**src/rtl/contador_nivel2_timer_pkg.sv**
```systemverilog
// rtl/contador_nivel2_timer_pkg.sv - shared BCD digit constants and clamp helper
package contador_nivel2_timer_pkg;

  localparam int BCD_W = 4;

  localparam logic [BCD_W-1:0] DIGIT_MAX_9 = 4'd9;
  localparam logic [BCD_W-1:0] DIGIT_MAX_5 = 4'd5;
  localparam logic [BCD_W-1:0] DIGIT_ZERO  = 4'd0;

  // Saturate a keypad/shifted digit so stored digits are always legal BCD for their position.
  function automatic logic [BCD_W-1:0] clamp_digit(input logic [BCD_W-1:0] value,
                                                    input logic [BCD_W-1:0] limit);
    return (value > limit) ? limit : value;
  endfunction

endpackage

```
**src/rtl/contador_nivel2_timer_bcd_down_digit.sv**
```systemverilog
// rtl/contador_nivel2_timer_bcd_down_digit.sv - one BCD down-counting digit with shift load
module bcd_down_digit
  import contador_nivel2_timer_pkg::*;
#(
  parameter logic [BCD_W-1:0] MAX = DIGIT_MAX_9
) (
  input  logic             clock,
  input  logic             clrn,
  input  logic             shift,
  input  logic [BCD_W-1:0] shift_in,
  input  logic             dec,
  output logic [BCD_W-1:0] q,
  output logic             borrow_out,
  output logic             is_zero
);

  assign is_zero    = (q == DIGIT_ZERO);
  assign borrow_out = dec && is_zero;

  // Shift wins over decrement; underflow reloads the digit's maximum.
  always_ff @(posedge clock or negedge clrn) begin
    if (!clrn) begin
      q <= DIGIT_ZERO;
    end else if (shift) begin
      q <= clamp_digit(shift_in, MAX);
    end else if (dec) begin
      q <= is_zero ? MAX : (q - 4'd1);
    end
  end

endmodule

```
**src/rtl/contador_nivel2_timer.sv**
```systemverilog
// rtl/contador_nivel2_timer.sv - M:SS BCD countdown timer with serial keypad load
module contador_nivel2_timer
  import contador_nivel2_timer_pkg::*;
(
  input  logic       [3:0] data,
  input  logic             clock,
  input  logic             enable,
  input  logic             loadn,
  input  logic             clrn,
  output logic       [3:0] sec_ones,
  output logic       [3:0] sec_tens,
  output logic       [3:0] mins,
  output logic             timer_done
);

  logic shift;
  logic dec_ones;
  logic borrow_ones;
  logic borrow_tens;
  logic borrow_mins;
  logic zero_ones;
  logic zero_tens;
  logic zero_mins;

  assign shift      = !loadn;
  assign timer_done = zero_ones && zero_tens && zero_mins;
  // Blocking the decrement at 0:00 keeps the timer parked instead of wrapping to 9:59.
  assign dec_ones   = enable && loadn && !timer_done;

  bcd_down_digit #(.MAX(DIGIT_MAX_9)) u_ones (
    .clock      (clock),
    .clrn       (clrn),
    .shift      (shift),
    .shift_in   (data),
    .dec        (dec_ones),
    .q          (sec_ones),
    .borrow_out (borrow_ones),
    .is_zero    (zero_ones)
  );

  bcd_down_digit #(.MAX(DIGIT_MAX_5)) u_tens (
    .clock      (clock),
    .clrn       (clrn),
    .shift      (shift),
    .shift_in   (sec_ones),
    .dec        (borrow_ones),
    .q          (sec_tens),
    .borrow_out (borrow_tens),
    .is_zero    (zero_tens)
  );

  bcd_down_digit #(.MAX(DIGIT_MAX_9)) u_mins (
    .clock      (clock),
    .clrn       (clrn),
    .shift      (shift),
    .shift_in   (sec_tens),
    .dec        (borrow_tens),
    .q          (mins),
    .borrow_out (borrow_mins),
    .is_zero    (zero_mins)
  );

  logic unused_borrow;
  assign unused_borrow = borrow_mins;

endmodule

```
**config.mk**
```make
export PLATFORM = sky130hd
export DESIGN_NAME = contador_nivel2_timer
export DESIGN_NICKNAME = d
export VERILOG_FILES = /design/src/rtl/contador_nivel2_timer_pkg.sv /design/src/rtl/contador_nivel2_timer_bcd_down_digit.sv /design/src/rtl/contador_nivel2_timer.sv
export SDC_FILE = /design/constraint.sdc
export NUM_CORES = 1
export LEC_CHECK = 0
export BUFFER_PORTS_ARGS = -buffer_cell sky130_fd_sc_hd__clkbuf_2
export CORE_UTILIZATION = 53
export DETAILED_ROUTE_END_ITERATION = 10
export PLACE_DENSITY = 0.85
export SETUP_SLACK_MARGIN = 0.1
export SLEW_MARGIN = 10
export SYNTH_ARGS = -nofsm -noshare
export SYNTH_HDL_FRONTEND = slang
export SYNTH_SLANG_ARGS = --single-unit
```
**constraint.sdc**
```tcl
create_clock -name clock -period 4.8 [get_ports clock]
set_input_delay 0.96 -clock clock [delete_from_list [all_inputs] [get_ports clock]]
set_output_delay 0.96 -clock clock [all_outputs]
set_load 0.005 [all_outputs]
```
Word level (Yosys, flattened, before mapping)

Cells that the tools add are included.

Logic and storage cells: 34
Output and inout bits: 13
Input port bits: 8
Register bits after elaboration: 12

Magnitude comparators: 3
Muxes and demuxes: 12
Reduce and logical (&&, ||, !) cells: 10
Eq/ne operators: 3
$add $sub $neg: 3

Operators with widths:

| kind                                                   | number |
|---|---|
| 2-to-1 mux 4 bit                                       | 12 |
| logical NOT 4 bit                                      | 3 |
| subtractor 4 x 1 -> 4 bit (second input constant)      | 3 |
| > comparator 4 bit (second input constant)             | 2 |
| logical AND 1 bit                                      | 6 |
| inequality test 2 x 1 -> 1 bit (second input constant) | 3 |
| > comparator 4 x 3 -> 1 bit (second input constant)    | 1 |
| logical NOT 1 bit                                      | 1 |

Depth between registers and ports, before layout

Gate-level depths: netlist (run 1).

Depth after elaboration: 9
Depth in mapped cells: 4
Gate-level depth less buffers: 4

By module

From an unflattened synthesis (run 1), not the netlist that was laid out.

Cells, all modules: 75
Area, all modules: 735.7 µm²

By module, submodules not included:

| module                       | times used | area each (µm²) | seq. area each (µm²) | cells an instance |
|---|---|---|---|---|
| bcd_down_digit at u_mins ... | 2          | 242.7           | 100.1                | 24 |
| bcd_down_digit at u_tens     | 1          | 225.2           | 100.1                | 23 |
| contador_nivel2_timer        | 1          | 25.0            | 0.0                  | 4 |

Worst setup path before layout (run 1)

Ideal clock, no wire load.

Path type: reg2out
From: register u_mins.q[1]
To: output port timer_done
Slack: 2.677 ns
Data required time: 3.840 ns
Path buffers: 0
Cell stages (with the launch flop): 3
Arrival time: 1.163 ns
Cell sequence: dfrtp_1 > nor4_2 > and3_1

Cells in the longest elaborated chain, start to end: 2

RTL lines:

| element                | RTL line                                   | RTL |
|---|---|---|
| from (decl)            | contador_nivel2_timer_bcd_down_digit.sv:12 | `output logic [BCD_W-1:0] q,` |
| from (signal assigned) | contador_nivel2_timer_bcd_down_digit.sv:25 | `q <= clamp_digit(shift_in, MAX);` |
| from (signal assigned) | contador_nivel2_timer_bcd_down_digit.sv:27 | `q <= is_zero ? MAX : (q - 4'd1);` |
| logical NOT 4 bit      | contador_nivel2_timer_bcd_down_digit.sv:17 | `assign is_zero = (q == DIGIT_ZERO);` |
| logical AND 1 bit      | contador_nivel2_timer.sv:26                | `assign timer_done = zero_ones && zero_tens && zero_mins;` |
| to (decl)              | contador_nivel2_timer.sv:13                | `output logic timer_done` |

No other way between the ends.

Worst setup path after layout (run 1)

Same ends and word-level chain as after synthesis.

==> results.md, run 1 <==
- Number of search-and-repair iterations in the first detailed-routing pass: 4
- Largest buffer count on any clock path: 2
- Worst-skew pair later-pin latency: about 0.27 ns
- Horizontal die dimension: about 39 um
- Hold crit path type: primary input to async pin
- Top achievable clock speed: ~380 MHz
- Synthesis warning total: 0
- Maximum number of pins on one net before global-route repair: 23
- Antenna Violating Nets Remaining: 0
- Antenna fix cells: 0
- Clock transition at path regs: approximately 0.080 ns
- Maximum vdd ir drop: around 0.18 mV
- # rows: 13
- Vias: 687
- Biggest fanout along the worst timing path: 6
- Setup TNS Final: 0 ns
- Final layout net count: ~110
- DRC: 0
- Crit Path Class: flop to output pin
- # clock sinks: 12
- Area of the core: around 0.0013 mm2
- Proportion of layout cells with a drive suffix above 1: ~28%
- Register bit count reported by yosys: 12
- Count of buffers inserted at the top-level ports: 20
- Cell-by-cell trace of the critical path: nor4_2 > and3_1 > clkbuf_2
- Final RePlAce weighted congestion: between 0.7 and 0.8
- Number of buffers added by the clock tree synthesis step: 3
- Final worst hold slack: 0.5636 ns
- Cell area power density: roughly 300 mW/mm2
- Setup repair after global routing missed its margin: false
- Global-route usage over all layers: about a quarter
- Cell total after placement: 111
- Largest stage delay, worst path: around 0.59 ns
- Number of fill cells: between 100 and 150
- Time the final worst path needs with I/O delays and setup: roughly 2.6 ns
- Max-slew violation count: 0
- Post-synthesis instance area: between 700 and 800 um2
- Final period utilization: a little over half
- Number of H-tree levels: 1
- GR Overflow Total: 0
- Worst Clk Skew: between 0.004 and 0.005 ns
- TritonCTS clock tree: yes
- Post-CTS Setup Inserts: 0
- Vias per Instance: between 6 and 7
- Die outline area: between 0.0015 and 0.002 mm2
- Final count of negative-setup-slack endpoints: 0
- Launching element type of the critical path: flop
- DR WL/cell: approximately 15 um
- Slew at the pin closest to its max-slew limit: around 0.65 ns
- Global-route wire length before repair: 2.615 mm
- Per-instance average area after synthesis: between 9 and 10 um2
- HPWL reported at the end of detailed placement: around 1.2 mm
- Sequential area share after synthesis: about two fifths
- Most used DFF post-synth: dfrtp_1
- Via count of the first global-routing pass: 590
- Data arrival time at the worst-slack endpoint: 1.67 ns
- CTS Hold Bufs: 0
- Overall die height: about 40 um
- Total nets after synthesis: 86
- Async set-or-reset flop fraction in the synthesized netlist: 100.0%
- Antenna violations before repair: 0
- Area Overhead vs Synth: 18.35%
- IO Count: 21
- Cells after Synth: between 70 and 80
- Starting DRT DRC Count: 20
- Root Buffer: clkbuf_4
- Number of hold violations in the final report: 0
- Area of combinational cells with multiple inputs: roughly 400 um2
- Number of enable-type register cells in the synthesized netlist: 0
- Post-Route WL: roughly 1.7 mm
- Post_cts resized: 0
- P_leak: 0.3772 nW
- Initial Utilization: between 50% and 60%
- Data required time of the critical path: around 3.8 ns
- Area occupied by registers: roughly 300 um2
- Cell Count, Final, Fillers Out: ~110
- Kind of end point of the critical path: output pin
- CP max-delay cell: nor4_2
- Count of unique library cells instantiated by Yosys: 31
- Result of the run: finished, final reports clean
- Max-slew headroom at the worst pin: 56.62%
- Max-cap violations: 0
sequential cells by signal, summed over array words and instances (netlist names):
name,cells
u_tens.q,4
u_mins.q,4
u_ones.q,4
synthesized netlist by cell type (2+ instances only):
library cell  number  area, um2
dfrtp_1           12      300.3
mux2i_1            3      30.03
a22o_1             2      17.52
inv_1              3      11.26
nand2_1            6      22.52
nand4_1            2      12.51
nand3b_1           2      15.01
nand3_1            2      10.01
nor3b_1            2      15.01
clkbuf_1           2      7.510
a21oi_1            6      30.03
nor2_1            10      37.54
nor3_1             2      10.01
o21ai_0            7      35.03
cell families after synthesis:
family,Yosys count,share of synthesized area (%)
buffers and inverters,5,2.573
multiplexers,3,4.117
XOR/XNOR,1,1.201
flip-flops,12,41.17
AND/OR/NAND/NOR,33,26.42
AO/OA/AOI/OAI,24,24.53
routing by layer:
metal | share of wire (%) | routed length [um] | global-route usage, % | vias to the layer above
li1 | - | - | - | 341
met1 | 48 | 822 | 34.77 | 327
met2 | 48 | 813 | 38.75 | 17
met3 | 3.3 | 56 | 5.202 | 2
met4 | 0.70 | 12 | 10.34 | 0
met5 | 0 | 0 | 0 | -
area by class of cell:
cell class,instances,share of cell area (%)
inverters,3,1.304
multi-input cells,61,47.54
clock buffers,3,2.609
repair buffers,20,11.59
flip-flops and latches,12,34.78
well taps,15,2.174
worst paths after layout:
kind | start | to | slack, ns | depth (start not counted)
worst max register to register | u_ones.q[0] | u_mins.q[3] | 2.93 | 4
worst min-delay path | clrn | u_ones.q[0] | 0.56 | 1
min in group clock | u_mins.q[2] | u_mins.q[2] | 0.62 | 1
max in group asynchronous | clrn | u_tens.q[3] | 4.00 | 1
worst min register to register | u_mins.q[2] | u_mins.q[2] | 0.62 | 1
worst max-delay path | u_mins.q[1] | timer_done | 2.17 | 3
stage by stage:
step | setup slack [ns] | instance area, um2 | util [%] | power [mW]
after global placement | 2.517 | 840.8 | 65.43 | 0.1966
after detailed placement | 2.410 | 840.8 | 65.43 | 0.1989
final | 2.166 | 863.3 | 67.19 | 0.2599
after global routing | 2.050 | 863.3 | 67.19 | 0.2733
after CTS | 2.173 | 863.3 | 67.19 | 0.2589
after floorplan | 2.677 | 729.5 | - | 0.1714
cells in the final DEF (no fill, tap or decap), types with 2 or more instances in the layout:
cell type	netlist	final
dfrtp_1	12	12
nor3b_1	2	2
inv_1	3	3
a21oi_1	6	6
nor2_1	10	10
nand4_1	2	2
nor3_1	2	2
mux2i_1	3	3
clkbuf_4	0	3
nand3_1	2	2
nand2_1	6	6
clkbuf_2	0	20
a22o_1	2	2
o21ai_0	7	7
nand3b_1	2	2
worst max-delay path, delay by kind of cell, from the launching register on:
kind | cells | cell delay (ns)
flip-flops | 1 | 0.45
buffers and inverters | 1 | 0.11
AND/OR/NAND/NOR | 2 | 0.85
where the power goes:
group	total, mW	internal (mW)	switching, mW	leakage [nW]
Sequential	0.137	0.112	0.0245	0.145
Clock	0.0621	0.0290	0.0331	0.0138
Combinational	0.0609	0.0292	0.0317	0.219
Total	0.260	0.171	0.0893	0.377
Power figures use the tool's default switching activity.
==> run 2: changes to the inputs <==
CORE_UTILIZATION = 44   (was 53)
PLACE_DENSITY = 0.76   (was 0.85)
clock period = 2.2 ns   (was 4.8 ns; I/O delays follow)
==> run 2 against run 1 <==
Effect of this change: final area increased by 4.3%; clock-buffer cell count increased by 1; clock power increased to 2.9 times the previous value; die area increased by 19%; wire length increased by 2.9%; combinational power increased by 140%; power increased by 140%; clock skew decreased by 0.0035 ns; sequential cell count unchanged; largest cell class unchanged; cell count increased by 4.4%; register-to-register slack got worse by 2.4 ns.
==> results.md, run 2 (synthesized netlist as in run 1, its figures left out) <==
- Result of the run: finished, final reports clean
- Worst Clk Skew: 0.0005383 ns
- Placed cell area: between 800 and 900 um2
- Leading cell types in the layout, fill and taps excluded: 20 x clkbuf_2, 12 x dfrtp_1, 10 x nor2_1
- Crit Path Class: flop to output pin
- Root Buffer: clkbuf_4
- Max-slew headroom at the worst pin: ~73%
- Max-slew violation count: 0
- Slew at the pin closest to its max-slew limit: between 0.3 and 0.4 ns
- Antenna fix cells: 0
- CTS Hold Bufs: 0
- GR Overflow Total: 0
- Vias per Instance: approximately 6.0
- DRC: 0
- HPWL reported at the end of detailed placement: around 1.3 mm
- Top achievable clock speed: 498.6 MHz
- Regs by FF count: u_mins.q x4, u_ones.q x4, u_tens.q x4
- Final RePlAce weighted congestion: roughly 0.81
- Clock transition at path regs: ~0.080 ns
- Maximum number of pins on one net before global-route repair: 23
- Initial Utilization: a little under half
- Via count of the first global-routing pass: 689
- # rows: 14
- Number of H-tree levels: 1
- Total Power Consumption: around 620 uW
- Setup TNS Final: 0 ns
- Data arrival time at the worst-slack endpoint: 1.57 ns
- Switching part of the total: 32.72%
- Number of search-and-repair iterations in the first detailed-routing pass: 4
- Leading cell type in the layout, fill and taps excluded: clkbuf_2
- Die outline area: between 0.0015 and 0.002 mm2
- Global-route usage over all layers: 22.55%
- Cell area power density: around 700 mW/mm2
- Setup repair after global routing missed its margin: false
- Launching element type of the critical path: flop
- Starting DRT DRC Count: 30
- Post-CTS Setup Inserts: 0
- Proportion of layout cells with a drive suffix above 1: 31.07%
- Post_cts resized: 0
- Proportion of power drawn by combinational gates: 23.4%
- Final period utilization: just over 90%
- Horizontal die dimension: between 40 and 50 um
- Reg2Reg Setup Slack: ~0.50 ns
- Kind of end point of the critical path: output pin
- Number of fill cells: about 140
- Final count of negative-setup-slack endpoints: 0
- TritonCTS clock tree: yes
- Switching power of the nets: 202.7 uW
- IO Count: 21
- Area Overhead vs Synth: 23.50%
- P_leak: 0.3999 nW
- Power share of the sequential group: 47.9%
- Time the final worst path needs with I/O delays and setup: 2.006 ns
- Number of hold violations in the final report: 0
- # clock sinks: 12
- Data required time of the critical path: roughly 1.8 ns
- Number of buffers added by the clock tree synthesis step: 3
- Post-Route WL: ~1.8 mm
- Count of buffers inserted at the top-level ports: 20
- Global-route wire length before repair: roughly 3.1 mm
- Part of the power in the clock network: between 20% and 30%
- Max-cap violations: 0
- Largest buffer count on any clock path: 2
- Hold crit path type: primary input to async pin
- Antenna Violating Nets Remaining: 0
- DR WL/cell: about 15 um
- Antenna violations before repair: 0
- Final layout net count: around 110
- Overall die height: roughly 43 um
- Worst-skew pair later-pin latency: 0.27 ns
- Maximum vdd ir drop: around 0.37 mV
- Final core area utilization: ~59%
- P_int: about 420 uW
- Vias: ~700
- Final Instance Area: ~900 um2
- Area of the core: 0.001524 mm2
- Final worst hold slack: ~0.036 ns
- Biggest fanout along the worst timing path: 9
## run 2: changes by cell type in the layout (fill, tap and decap cells not counted)
cell      change
buf_4         +3
clkbuf_8      +1
## run 2: layout make-up
cell class | instances | area [um2] | area share, %
multi-input combinational | 61 | 410.4 | 45.56
sequential | 12 | 300.3 | 33.33
timing repair buffer | 23 | 122.6 | 13.61
clock buffer | 4 | 36.28 | 4.028
tap | 16 | 20.02 | 2.222
inverter | 3 | 11.26 | 1.250
## run 2: power by group through the flow
stage / sequential [mW] / clock [mW] / combinational (mW)
floorplan: 0.294 / 0 / 0.0804
global placement: 0.299 / 0 / 0.140
detailed placement: 0.300 / 0 / 0.145
CTS: 0.295 / 0.182 / 0.146
global route: 0.302 / 0.188 / 0.162
finish: 0.297 / 0.177 / 0.145
## run 2: layer usage
layer | GRT usage (%) | up-vias | share of wire [%]
met2 | 35.45 | 28 | 49
met4 | 9.375 | 0 | 0.57
met1 | 31.34 | 342 | 45
li1 | - | 346 | -
met3 | 2.553 | 2 | 5.6
met5 | 0 | - | 0
## run 2: metrics by stage
stage | cells | worst slack [ns]
floorplan | 78 | 0.5974
global placement | 115 | 0.4995
detailed placement | 115 | 0.4638
CTS | 119 | 0.1828
global route | 119 | 0.1157
finish | 119 | 0.1942
## run 2: worst max-delay path, cell delays in order, from the launching register on
cell and delay [ns]:
dfrtp_1 0.49, nor4_4 0.47, and3_1 0.22, clkbuf_2 0.11
## run 2: final timing paths
check | cells past startpoint | startpoint | endpoint
max in group asynchronous | 1 | clrn | u_tens.q[2]
hold / removal | 1 | clrn | u_mins.q[2]
setup reg to reg | 4 | u_ones.q[0] | u_tens.q[0]
hold reg to reg | 1 | u_mins.q[2] | u_mins.q[2]
setup / recovery | 3 | u_tens.q[2] | timer_done
min in group clock | 2 | data[1] | u_ones.q[1]
